File: src/rtl/proc_pkg.sv
// Shared processor definitions: stack operation encoding and default datapath width.
package proc_pkg;

    localparam int PROC_DATA_W = 8;

    // Encoding of {StackWrite, StackRead}
    localparam logic [1:0] STK_NOP  = 2'b00;
    localparam logic [1:0] STK_POP  = 2'b01;
    localparam logic [1:0] STK_PUSH = 2'b10;
    localparam logic [1:0] STK_XCHG = 2'b11;

    typedef struct packed {
        logic overflowSet;
        logic underflowSet;
    } stackErr_t;

    function automatic logic [1:0] stackOp(input logic write, input logic read);
        return {write, read};
    endfunction

endpackage

File: src/rtl/stack_mem.sv
// Stack storage: one synchronous write port, one asynchronous read port.
// No reset on the array so it maps onto distributed RAM.
module stack_mem #(
    parameter int DATA_W = 8,
    parameter int DEPTH  = 16,
    parameter int AW     = $clog2(DEPTH + 1)
) (
    input  logic              clk,
    input  logic              writeEn,
    input  logic [AW-1:0]     writeAddr,
    input  logic [DATA_W-1:0] writeData,
    input  logic [AW-1:0]     readAddr,
    output logic [DATA_W-1:0] readData
);

    logic [DATA_W-1:0] mem [DEPTH];

    always_ff @(posedge clk) begin
        if (writeEn && (writeAddr < AW'(DEPTH))) begin
            mem[writeAddr] <= writeData;
        end
    end

    // Read index is Count-1, which wraps to all-ones when empty; return 0 there.
    always_comb begin
        readData = '0;
        if (readAddr < AW'(DEPTH)) begin
            readData = mem[readAddr];
        end
    end

endmodule

File: src/rtl/param_stack_unit.sv
// Parametrised LIFO with occupancy, high-water mark, top peek, push+pop replace/bypass
// and sticky overflow/underflow flags. Count is the sole pointer.
module param_stack_unit
    import proc_pkg::*;
#(
    parameter  int DATA_W = PROC_DATA_W,
    parameter  int DEPTH  = 16,
    localparam int CNT_W  = $clog2(DEPTH + 1)
) (
    input  logic              clk,
    input  logic              Reset,
    input  logic              StackWrite,
    input  logic              StackRead,
    input  logic [DATA_W-1:0] Datain,
    input  logic              ErrClear,
    output logic [DATA_W-1:0] Dataout,
    output logic [DATA_W-1:0] Top,
    output logic [CNT_W-1:0]  Count,
    output logic [CNT_W-1:0]  MaxCount,
    output logic              Empty,
    output logic              Full,
    output logic              Overflow,
    output logic              Underflow
);

    logic [CNT_W-1:0]  count;
    logic [CNT_W-1:0]  nextCount;
    logic [CNT_W-1:0]  maxCount;
    logic [CNT_W-1:0]  readIdx;
    logic [CNT_W-1:0]  writeIdx;
    logic [DATA_W-1:0] readData;
    logic [DATA_W-1:0] dataOut;
    logic [DATA_W-1:0] nextDataOut;
    logic              writeEn;
    logic              overflow;
    logic              underflow;
    logic              isEmpty;
    logic              isFull;
    stackErr_t         errSet;

    assign isEmpty = (count == '0);
    assign isFull  = (count == CNT_W'(DEPTH));
    assign readIdx = count - CNT_W'(1);

    stack_mem #(
        .DATA_W (DATA_W),
        .DEPTH  (DEPTH),
        .AW     (CNT_W)
    ) u_stack_mem (
        .clk       (clk),
        .writeEn   (writeEn),
        .writeAddr (writeIdx),
        .writeData (Datain),
        .readAddr  (readIdx),
        .readData  (readData)
    );

    always_comb begin
        nextCount           = count;
        nextDataOut         = dataOut;
        writeEn             = 1'b0;
        writeIdx            = count;
        errSet.overflowSet  = 1'b0;
        errSet.underflowSet = 1'b0;
        case (stackOp(StackWrite, StackRead))
            STK_PUSH: begin
                if (isFull) begin
                    errSet.overflowSet = 1'b1;
                end else begin
                    writeEn   = 1'b1;
                    nextCount = count + CNT_W'(1);
                end
            end
            STK_POP: begin
                if (isEmpty) begin
                    errSet.underflowSet = 1'b1;
                end else begin
                    nextDataOut = readData;
                    nextCount   = count - CNT_W'(1);
                end
            end
            STK_XCHG: begin
                // Empty stack: the pushed word passes straight through to Dataout.
                if (isEmpty) begin
                    nextDataOut = Datain;
                end else begin
                    nextDataOut = readData;
                    writeEn     = 1'b1;
                    writeIdx    = readIdx;
                end
            end
            default: begin
            end
        endcase
    end

    always_ff @(posedge clk or negedge Reset) begin
        if (!Reset) begin
            count     <= '0;
            maxCount  <= '0;
            dataOut   <= '0;
            overflow  <= 1'b0;
            underflow <= 1'b0;
        end else begin
            count    <= nextCount;
            dataOut  <= nextDataOut;
            if (nextCount > maxCount) begin
                maxCount <= nextCount;
            end
            // A new error on the same edge as ErrClear wins.
            overflow  <= errSet.overflowSet  | (overflow  & ~ErrClear);
            underflow <= errSet.underflowSet | (underflow & ~ErrClear);
        end
    end

    assign Dataout   = dataOut;
    assign Top       = isEmpty ? '0 : readData;
    assign Count     = count;
    assign MaxCount  = maxCount;
    assign Empty     = isEmpty;
    assign Full      = isFull;
    assign Overflow  = overflow;
    assign Underflow = underflow;

endmodule

File: config.mk
export PLATFORM = sky130hd
export DESIGN_NAME = param_stack_unit
export DESIGN_NICKNAME = d
export VERILOG_FILES = /design/src/rtl/proc_pkg.sv /design/src/rtl/stack_mem.sv /design/src/rtl/param_stack_unit.sv
export SDC_FILE = /design/constraint.sdc
export NUM_CORES = 1
export LEC_CHECK = 0
export ABC_CLOCK_PERIOD_IN_PS = 8500
export CORE_MARGIN = 2
export CORE_UTILIZATION = 54
export DETAILED_ROUTE_END_ITERATION = 6
export GPL_TIMING_DRIVEN = 0
export PLACE_DENSITY_LB_ADDON = 0.3
export SLEW_MARGIN = 15
export SYNTH_ARGS = -nofsm -noshare
export SYNTH_HDL_FRONTEND = slang
export SYNTH_SLANG_ARGS = --single-unit
File: constraint.sdc
create_clock -name clk -period 8.5 [get_ports clk]
set_clock_uncertainty 0.2 [all_clocks]
set_input_delay 2.125 -clock clk [delete_from_list [all_inputs] [get_ports clk]]
set_output_delay 2.125 -clock clk [all_outputs]
set_load 0.02 [all_outputs]
==> out/qor.txt, run 1 <==
Outcome = complete, no violations
H-tree levels = 4
Final Setup Violations = 0
Worst setup SP type = flop
XOR/XNOR Fraction of Synth Area = 0.4107%
Clock Latency Late Sink = 0.43 ns
Simple-gate portion of the synthesized area = 6.141%
I/O Pins = 43
CP max stage cell = clkbuf_1
Synth cell count leaders = edfxtp_1 (128), mux4_2 (32), nor2_1 (24)
Layout area overhead = 18.27%
Final period util = 75.43%
Mapped cell area = 6397 sq um
Initial core utilization = 55.79%
Power consumption = 3.144 mW
Register area share after synthesis = 67.91%
Setup bufs post-CTS = 0
Endpoint class of the critical path = output port
Die width = 112.8 um
Kind of critical path = reg2out
Ordered cell list for the critical path = buf_2 > buf_2 > inv_1 > ha_1 > buf_2 > clkbuf_1 > mux4_2 > a22o_1 > o21ba_2 > clkdlybuf4s50_1
Largest family of logic cells by synthesized area = multiplexers
Crit path largest cell delay = 0.57 ns
Synth Instances = 393
CP required = 6.18 ns
Worst-path maximum fanout = 10
Setup TNS = 0 ns
Most numerous cell in the Yosys netlist = edfxtp_1
Clk slew on worst S/H paths = 0.06 ns
Vias per inst = 6.239
Total grt overflow = 0
RD Place Congestion = 0.8700
Worst vdd ir = 0.0005346 V
Crit-path most repeated cell = buf_2
Synth cell types = 46
Nets = 477
P per Cell Area = 415.6 nW/um^2
WL/cell = 22.45 um
Slew @ Worst Pin = 0.9203 ns
CORE AREA = 11470 sq um
Total GRT Usage = 22.67%
Fill count = 793
TritonCTS Buffers = 17
Hold Vio Cnt, Final = 0
Hold Crit Class = reg2reg
Worst Path Arrival = 4.09 ns
Fmax = 156.0 MHz
Pre-antenna DRT Iters = 5
Compound-gate portion of the synthesized area = 8.645%
Post-synth ARST share = 13.51%
CTS sink count = 148
Post-synth top area share = 60.08%
Routed Antenna Nets = 0
Via count = 3806
Slew margin rel. = 38.17%
Syn Area/Cell = 16.28 sq um
RSZ-0062 raised after global routing = no
Root buffer cell = clkbuf_16
Fin crit period = 6.412 ns
Post-Synth Adder-Cell Area = 1.956%
Die Ht = 112.8 um
Initial antenna violation count = 0
DRC = 0
Post-synth EDFFs = 128
Syn nets = 416
Dominant cell type by area after synthesis = edfxtp_1
Post-DP HPWL = 9.112 mm
#FFs+latches synth = 148
Initial DRC Count = 425
I/O Buffers = 42
Post_cts resized = 0
CTS Buffer Depth = 2
Top FF cell, synth = edfxtp_1
CTS tree = yes
Leak Pwr = 2.577 nW
# rows = 39
DIE AREA = 12730 sq um
Mux contribution to synthesized area = 12.20%
# diodes = 0
Largest net degree at the start of global routing = 21
Max cap viols = 0
First-pass GRT wire length = 21.01 mm
Hold Buf Count CTS = 0
Layout cells sized above 1 = 19.70%
Synth warnings = 0
Slew Limit Fails = 0
WL final = 13.69 mm
Ranking of synthesized cells by area = edfxtp_1 (60%), mux4_2 (11%), dfrtp_1 (7.8%), a22o_1 (2.2%), ha_1 (2.0%)
Number of global-route vias before repair = 3739
where the power goes:
part | internal [mW] | switching (mW)
combinational | 0.662 | 0.851
sequential | 0.880 | 0.0303
clock | 0.411 | 0.310
total | 1.95 | 1.19
final timing paths:
path                            startpoint     endpoint  slack (ns)  cells past startpoint
worst max register to register    Count[0]  MaxCount[3]        3.90                     16
worst max-delay path              Count[0]       Top[1]        2.09                     10
worst min-delay path            Dataout[5]   Dataout[5]        0.30                      2
worst min register to register  Dataout[5]   Dataout[5]        0.30                      2
min in group asynchronous            Reset  MaxCount[0]        2.00                      1
max in group asynchronous            Reset   Dataout[7]        5.58                      1
layout make-up:
class	count	area (sq um)	area share, %
Tap cell	143	178.9	2.365
Clock inverter	15	143.9	1.902
Timing Repair Buffer	42	420.4	5.556
Clock buffer	17	425.4	5.623
Buffer	22	107.6	1.422
Inverter	18	67.56	0.8930
Multi-Input combinational cell	205	1878	24.82
Sequential cell	148	4344	57.42
sequential cells by signal, indices dropped and copies added (netlist names):
register / count
MaxCount: 5
Count: 5
Overflow: 1
Dataout: 8
u_stack_mem.mem: 128
Underflow: 1
cell usage in the layout, fill, tap and decap left out, drive strengths merged, types with 3 or more instances in the layout:
master	count
edfxtp	128
inv	27
nor3	7
o21ai	9
clkinv	3
o22ai	11
nand3	14
clkbuf	26
a21oi	10
nor2	24
dfrtp	20
o21a	3
clkdlybuf4s50	42
mux4	32
buf	13
o21ba	8
nand2	20
a32oi	4
nand4	8
a22o	16
o31ai	4
mux2	5
ha	10
per-layer routing:
metal	vias up	share of wire, %	routed length [um]	global-route usage [%]
li1	1696	-	-	-
met1	1887	42	5736	32.35
met2	194	47	6499	34.29
met3	29	8.3	1138	5.838
met4	0	2.3	319	8.374
met5	-	0	0	0
kinds of logic (layout without fill, tap and decap cells):
| logic type | after synthesis | count (layout) |
|---|---|---|
| muxes | 37 | 37 |
| xor gates and xnor gates | 3 | 3 |
| DFF | 148 | 148 |
| AOI/OAI and AO/OA | 74 | 74 |
| adders and majority gates | 10 | 10 |
| and+or+nand+nor | 81 | 81 |
| buffers and inverters | 40 | 114 |
metrics by stage:
step	setup slack (ns)	cells	util (%)	instance area [sq um]	hold slack (ns)
after floorplan	3.571	393	-	6397	0.3990
after global placement	2.616	578	61.01	6997	0.2612
after detailed placement	2.504	578	61.01	6997	0.2893
after CTS	2.042	610	65.98	7566	0.3024
after global routing	1.925	610	65.98	7566	0.3259
final	2.088	610	65.98	7566	0.3013
worst max-delay path, delay by kind of cell (launching register included):
family                   cells  cell delay (ns)
buffers and inverters        6             2.04
AO/OA/AOI/OAI                2             0.47
multiplexers                 1             0.43
flip-flops                   1             0.36
adder cells (fa/ha/maj)      1             0.33
(Power assumes the default switching activity.)
==> inputs of run 2 (changes only) <==
Settings changed: ABC_CLOCK_PERIOD_IN_PS 8500 to 5500, CORE_UTILIZATION 54 to 53.
Clock period 8.5 ns to 5.5 ns, I/O delays scaled along.
==> run 2 against run 1 <==
Effect of this change: combinational power increased by 54%; cell count increased by 0.66%; die area increased by 1.8%; non-clock buffer count unchanged; hold slack got worse by 0.026 ns; wire length decreased by 0.64%; sequential share of layout area increased by 0.057 points; critical path type unchanged; critical endpoint is now Top[2]; largest cell class unchanged.
==> out/qor.txt, run 2 (same netlist as run 1, synthesis figures left out) <==
Hold Vio Cnt, Final = 0 (unchanged)
I/O Pins = 43 (unchanged)
# rows = 40 (+2.6%)
Max cap viols = 0 (unchanged)
Fin area = 7559 sq um (about the same)
Largest net degree at the start of global routing = 21 (unchanged)
Biggest register = u_stack_mem.mem
Final period util = 96.22%
Routed Antenna Nets = 0 (unchanged)
RD Place Congestion = 0.8770 (+0.80%)
Initial core utilization = 53.71% (-2.1 points)
Die width = 113.9 um (+0.90%)
DP Area = 7002 sq um (about the same)
Hold Crit Class = reg2reg
Post-DP HPWL = 9.284 mm (+1.9%)
Slew @ Worst Pin = 0.8579 ns (-0.06247 ns)
Most frequent cells in the layout = edfxtp_1 (128), clkdlybuf4s50_1 (42), mux4_2 (32)
DIE AREA = 12970 sq um (+1.8%)
Pre-antenna DRT Iters = 5 (unchanged)
CTS tree = yes
Final Setup Violations = 0 (unchanged)
I/O Buffers = 42 (unchanged)
Layout cells sized above 1 = 18.84% (-0.86 points)
Endpoint class of the critical path = output port
Slew Limit Fails = 0 (unchanged)
# diodes = 0 (unchanged)
RSZ-0062 raised after global routing = no
Initial antenna violation count = 0 (unchanged)
Leak Pwr = 2.575 nW (-0.10%)
Setup TNS = 0 ns (unchanged)
Final core utilization = 63.46% (-2.5 points)
Via count = 3759 (-1.2%)
Layout area overhead = 18.15% (about the same)
Worst vdd ir = 0.0002763 V (-48%)
Max reg flops = 128 (unchanged)
Slew margin rel. = 42.63% (+4.5 points)
Nets = 477 (unchanged)
First-pass GRT wire length = 21.50 mm (+2.3%)
Clock Latency Late Sink = 0.42 ns (about the same)
Outcome = complete, no violations
CP required = 3.92 ns (-2.26 ns)
Worst Path Arrival = 3.72 ns (-0.37 ns)
CTS Buffer Depth = 2 (unchanged)
WL final = 13.61 mm (-0.64%)
Worst-path maximum fanout = 10 (unchanged)
CTS sink count = 148 (unchanged)
Die Ht = 113.9 um (+0.90%)
Worst setup SP type = flop
Vias per inst = 6.122 (-1.9%)
Total grt overflow = 0 (unchanged)
Fin crit period = 5.292 ns
Commonest non-fill, non-tap cell in the layout = edfxtp_1
DRC = 0 (unchanged)
Clk slew on worst S/H paths = 0.05 ns (about the same)
CORE AREA = 11910 sq um (+3.9%)
Root buffer cell = clkbuf_16
Worst setup margin = 0.2080 ns (-1.880 ns)
Worst setup slack after placement = 0.2707 ns (-2.234 ns)
TritonCTS Buffers = 17 (unchanged)
Number of global-route vias before repair = 3720 (-0.51%)
Kind of critical path = reg2out
Fmax = 189.0 MHz
Total GRT Usage = 23.05% (+0.38 points)
P per Cell Area = 638.5 nW/um^2 (+54%)
H-tree levels = 4 (unchanged)
WL/cell = 22.16 um (-1.3%)
Initial DRC Count = 306 (-28%)
run 2: cell count changes in the layout (fill, tap and decap cells not counted), moves of 2 or more:
| cell | delta |
|---|---|
| clkbuf_2 | +2 |
| inv_6 | -6 |
| inv_8 | -3 |
| clkinv_1 | -2 |
| clkbuf_1 | +6 |
run 2: timing repair:
item,in CTS,in global routing
hold buffers,0,0
setup endpoints to repair,8,8
pin swaps,0,0
buffers inserted,0,0
cloned,0,0
resized for setup,1,7
run 2: routing by layer:
metal | GRT usage, % | vias to the layer above | share of wire (%)
met3 | 6.004 | 20 | 6.9
met2 | 34.97 | 149 | 48
li1 | - | 1693 | -
met4 | 8.780 | 0 | 2.0
met1 | 32.60 | 1897 | 43
met5 | 0 | - | 0
run 2: path summary, 6_finish.rpt:
check                      startpoint          end  slack [ns]  cells past startpoint
max reg2reg                  Count[0]  MaxCount[2]        1.12                     16
min reg2reg                  Overflow     Overflow        0.27                      1
min in group asynchronous       Reset   Dataout[6]        1.24                      1
min                          Overflow     Overflow        0.27                      1
max in group asynchronous       Reset     Count[2]        3.33                      1
max                          Count[0]       Top[2]        0.21                     10
run 2: through the flow:
stage          hold WS, ns  power (mW)  instances
6_report            0.2749       4.826        614
3_3_place_gp        0.2615       3.676        582
4_1_cts             0.2794       4.824        614
3_5_place_dp        0.2676       3.739        582
5_1_grt             0.2936       5.059        614
2_1_floorplan       0.3990       2.954        393
run 2: power breakdown:
group / leakage [nW] / switching [mW] / internal, mW
clock network: 0.264 / 0.411 / 0.677
logic: 0.897 / 1.30 / 1.03
registers: 1.41 / 0.0469 / 1.36
run 2: critical path, stage by stage, from the launching register on:
cell and delay [ns]:
dfrtp_1 0.36, buf_2 0.25, buf_2 0.26, inv_1 0.14
ha_1 0.32, buf_2 0.29, buf_4 0.28, mux4_2 0.36
a22o_1 0.25, o21ba_2 0.24, clkdlybuf4s50_1 0.54
run 2: layout make-up:
| type | instances | area, sq um |
|---|---|---|
| multi-input cells | 205 | 1878 |
| repair buffers | 42 | 420.4 |
| well taps | 147 | 183.9 |
| plain buffers | 22 | 113.9 |
| fillers | 853 | 4353 |
| clock buffers | 27 | 473.0 |
| inverters | 18 | 67.56 |
| flip-flops and latches | 148 | 4344 |
| clock inverters | 5 | 77.57 |
==> inputs of run 3 (changes only) <==
Settings changed: CORE_MARGIN 2 to 10.
==> run 3 against run 2 <==
Effect of this change: non-clock buffer count did not move; hold slack improved by 0.0029 ns; worst setup slack improved by 0.0031 ns; die area rose by 30%; maximum frequency barely moved; final area rose by 0.71%; critical path depth did not move; sequential power barely moved; via count rose by 0.37%; critical endpoint is now Top[4]; critical path type unchanged; global-route usage fell by 5.3 points; count of clock-buffer cells in the layout fell by 10.
==> out/qor.txt, run 3 (same netlist as run 1, synthesis figures left out) <==
Outcome = complete, no violations
First-pass GRT wire length = 22.12 mm (+2.9%)
Final period util = 96.16% (about the same)
Crit path buf inv count = 6 (unchanged)
Worst vdd ir = 0.0002977 V (+7.7%)
# diodes = 0 (unchanged)
Pint = 3.110 mW (+1.4%)
Worst-path maximum fanout = 10 (unchanged)
Power consumption = 4.913 mW (+1.8%)
Slew margin rel. = 39.95% (-2.7 points)
Setup bufs post-CTS = 0 (unchanged)
Nets = 477 (unchanged)
M2 GR Usage = 27.58% (-7.4 points)
Final Setup Violations = 0 (unchanged)
Biggest register = u_stack_mem.mem
Net switching power figure = 1.803 mW (+2.6%)
DP Area = 7002 sq um (unchanged)
Final core utilization = 63.91% (+0.45 points)
WL/cell = 23.06 um (+4.1%)
Max cap viols = 0 (unchanged)
Hold Crit Class = reg2reg
Layout area overhead = 18.99%
Endpoint class of the critical path = output port
CP max stage cell = clkdlybuf4s50_1
Worst Path Arrival = 3.71 ns (about the same)
Most frequent cells in the layout = edfxtp_1 (128), clkdlybuf4s50_1 (42), mux4_2 (32)
Critical path's top delay family = buffers and inverters
RSZ-0062 raised after global routing = no
Fmax = 189.1 MHz (about the same)
Leak Pwr = 2.597 nW (+0.86%)
Initial antenna violation count = 0 (unchanged)
Routed Antenna Nets = 0 (unchanged)
Fin crit period = 5.289 ns (-0.003075 ns)
Vias per inst = 6.155 (+0.54%)
Slew Limit Fails = 0 (unchanged)
Pre-antenna DRT Iters = 5 (unchanged)
Post-DP HPWL = 9.464 mm (+1.9%)
Switching Fraction = 36.70% (+0.28 points)
I/O Buffers = 42 (unchanged)
R2r setup slk = 1.21 ns (+0.09 ns)
Crit path largest cell delay = 0.55 ns (about the same)
Clk network pwr share = 23.8% (+1.2 points)
Clock Latency Late Sink = 0.42 ns (about the same)
Ordered cell list for the critical path = buf_2 > buf_2 > inv_1 > ha_1 > clkbuf_4 > clkbuf_4 > mux4_2 > a22o_1 > o21ba_2 > clkdlybuf4s50_1
Fin area = 7612 sq um (+0.71%)
Total GRT Usage = 17.72% (-5.3 points)
CTS tree = yes
Met1 Use GR = 23.01% (-9.6 points)
I/O Pins = 43 (unchanged)
WL final = 14.14 mm (+3.9%)
DIE AREA = 16860 sq um (+30%)
Initial core utilization = 53.71% (unchanged)
TritonCTS Buffers = 17 (unchanged)
Slew @ Worst Pin = 0.8979 ns (+0.04002 ns)
Via count = 3773 (+0.37%)
CORE AREA = 11910 sq um (unchanged)
Hold Vio Cnt, Final = 0 (unchanged)
CTS Buffer Depth = 2 (unchanged)
H-tree levels = 4 (unchanged)
Initial DRC Count = 501 (+64%)
Kind of critical path = reg2out
M3 GR Usage = 5.598% (-0.41 points)
Root buffer cell = clkbuf_16
Worst path depth = 10 (unchanged)
DRC = 0 (unchanged)
CP required = 3.92 ns (about the same)
Commonest non-fill, non-tap cell in the layout = edfxtp_1
Sequential Power Share = 28.6% (-0.6 points)
Largest net degree at the start of global routing = 21 (unchanged)
Comb power frac = 47.6% (-0.7 points)
Max reg flops = 128 (unchanged)
CTS sink count = 148 (unchanged)
RD Place Congestion = 0.8901 (+1.5%)
Total grt overflow = 0 (unchanged)
WHS Path Cells = 1 (unchanged)
Die width = 129.9 um (+14%)
Setup TNS = 0 ns (unchanged)
# rows = 40 (unchanged)
Number of global-route vias before repair = 3832 (+3.0%)
R2R depth = 17 (+1)
Die Ht = 129.9 um (+14%)
Worst setup SP type = flop
P per Cell Area = 645.5 nW/um^2 (+1.1%)
Layout cells sized above 1 = 20.39% (+1.5 points)
Gr busiest metal = met2
Clk slew on worst S/H paths = 0.06 ns (about the same)
[run 3: cell types whose count changed in the layout (fill, tap and decap cells not counted), moves of 2 or more]
cell,before,now
clkbuf_1,15,6
inv_6,0,3
clkbuf_4,0,2
clkinv_4,0,2
clkinvlp_4,1,3
[run 3: final timing paths]
path / startpoint / end
min in group asynchronous: Reset / Dataout[2]
worst max-delay path: Count[0] / Top[4]
max in group asynchronous: Reset / Count[3]
worst min register to register: Overflow / Overflow
worst max register to register: Count[0] / MaxCount[4]
worst min-delay path: Overflow / Overflow
[run 3: per-layer routing]
metal	vias to the layer above	share of wire, %
met2	166	48
met1	1890	41
met3	26	8.6
met5	-	0
li1	1691	-
met4	0	2.1
[run 3: per-stage QoR]
step,setup WS (ns),std cells,hold slack (ns)
2_1_floorplan,1.321,393,0.3990
5_1_grt,0.02064,613,0.2907
3_3_place_gp,0.2580,582,0.2643
3_5_place_dp,0.2389,582,0.2693
6_report,0.2111,613,0.2778
4_1_cts,0.08565,613,0.2826
[run 3: power by group through the flow]
stage | sequential [mW] | clock (mW) | combinational, mW
finish | 1.41 | 1.17 | 2.34
CTS | 1.41 | 1.19 | 2.33
global route | 1.42 | 1.24 | 2.50
detailed placement | 1.43 | 0 | 2.30
floorplan | 1.49 | 0 | 1.47
global placement | 1.42 | 0 | 2.28
[run 3: cell type report]
class	count	area [sq um]
well taps	147	183.9
inverters	18	67.56
flip-flops and latches	148	4344
plain buffers	22	116.4
fillers	869	4299
clock buffers	17	425.4
multi-input cells	205	1878
repair buffers	42	420.4
clock inverters	14	176.4
[run 3: what timing repair did]
action,4_1_cts,5_1_grt
endpoints found under the setup margin,8,7
hold buffers,0,0
gates resized for setup,3,3
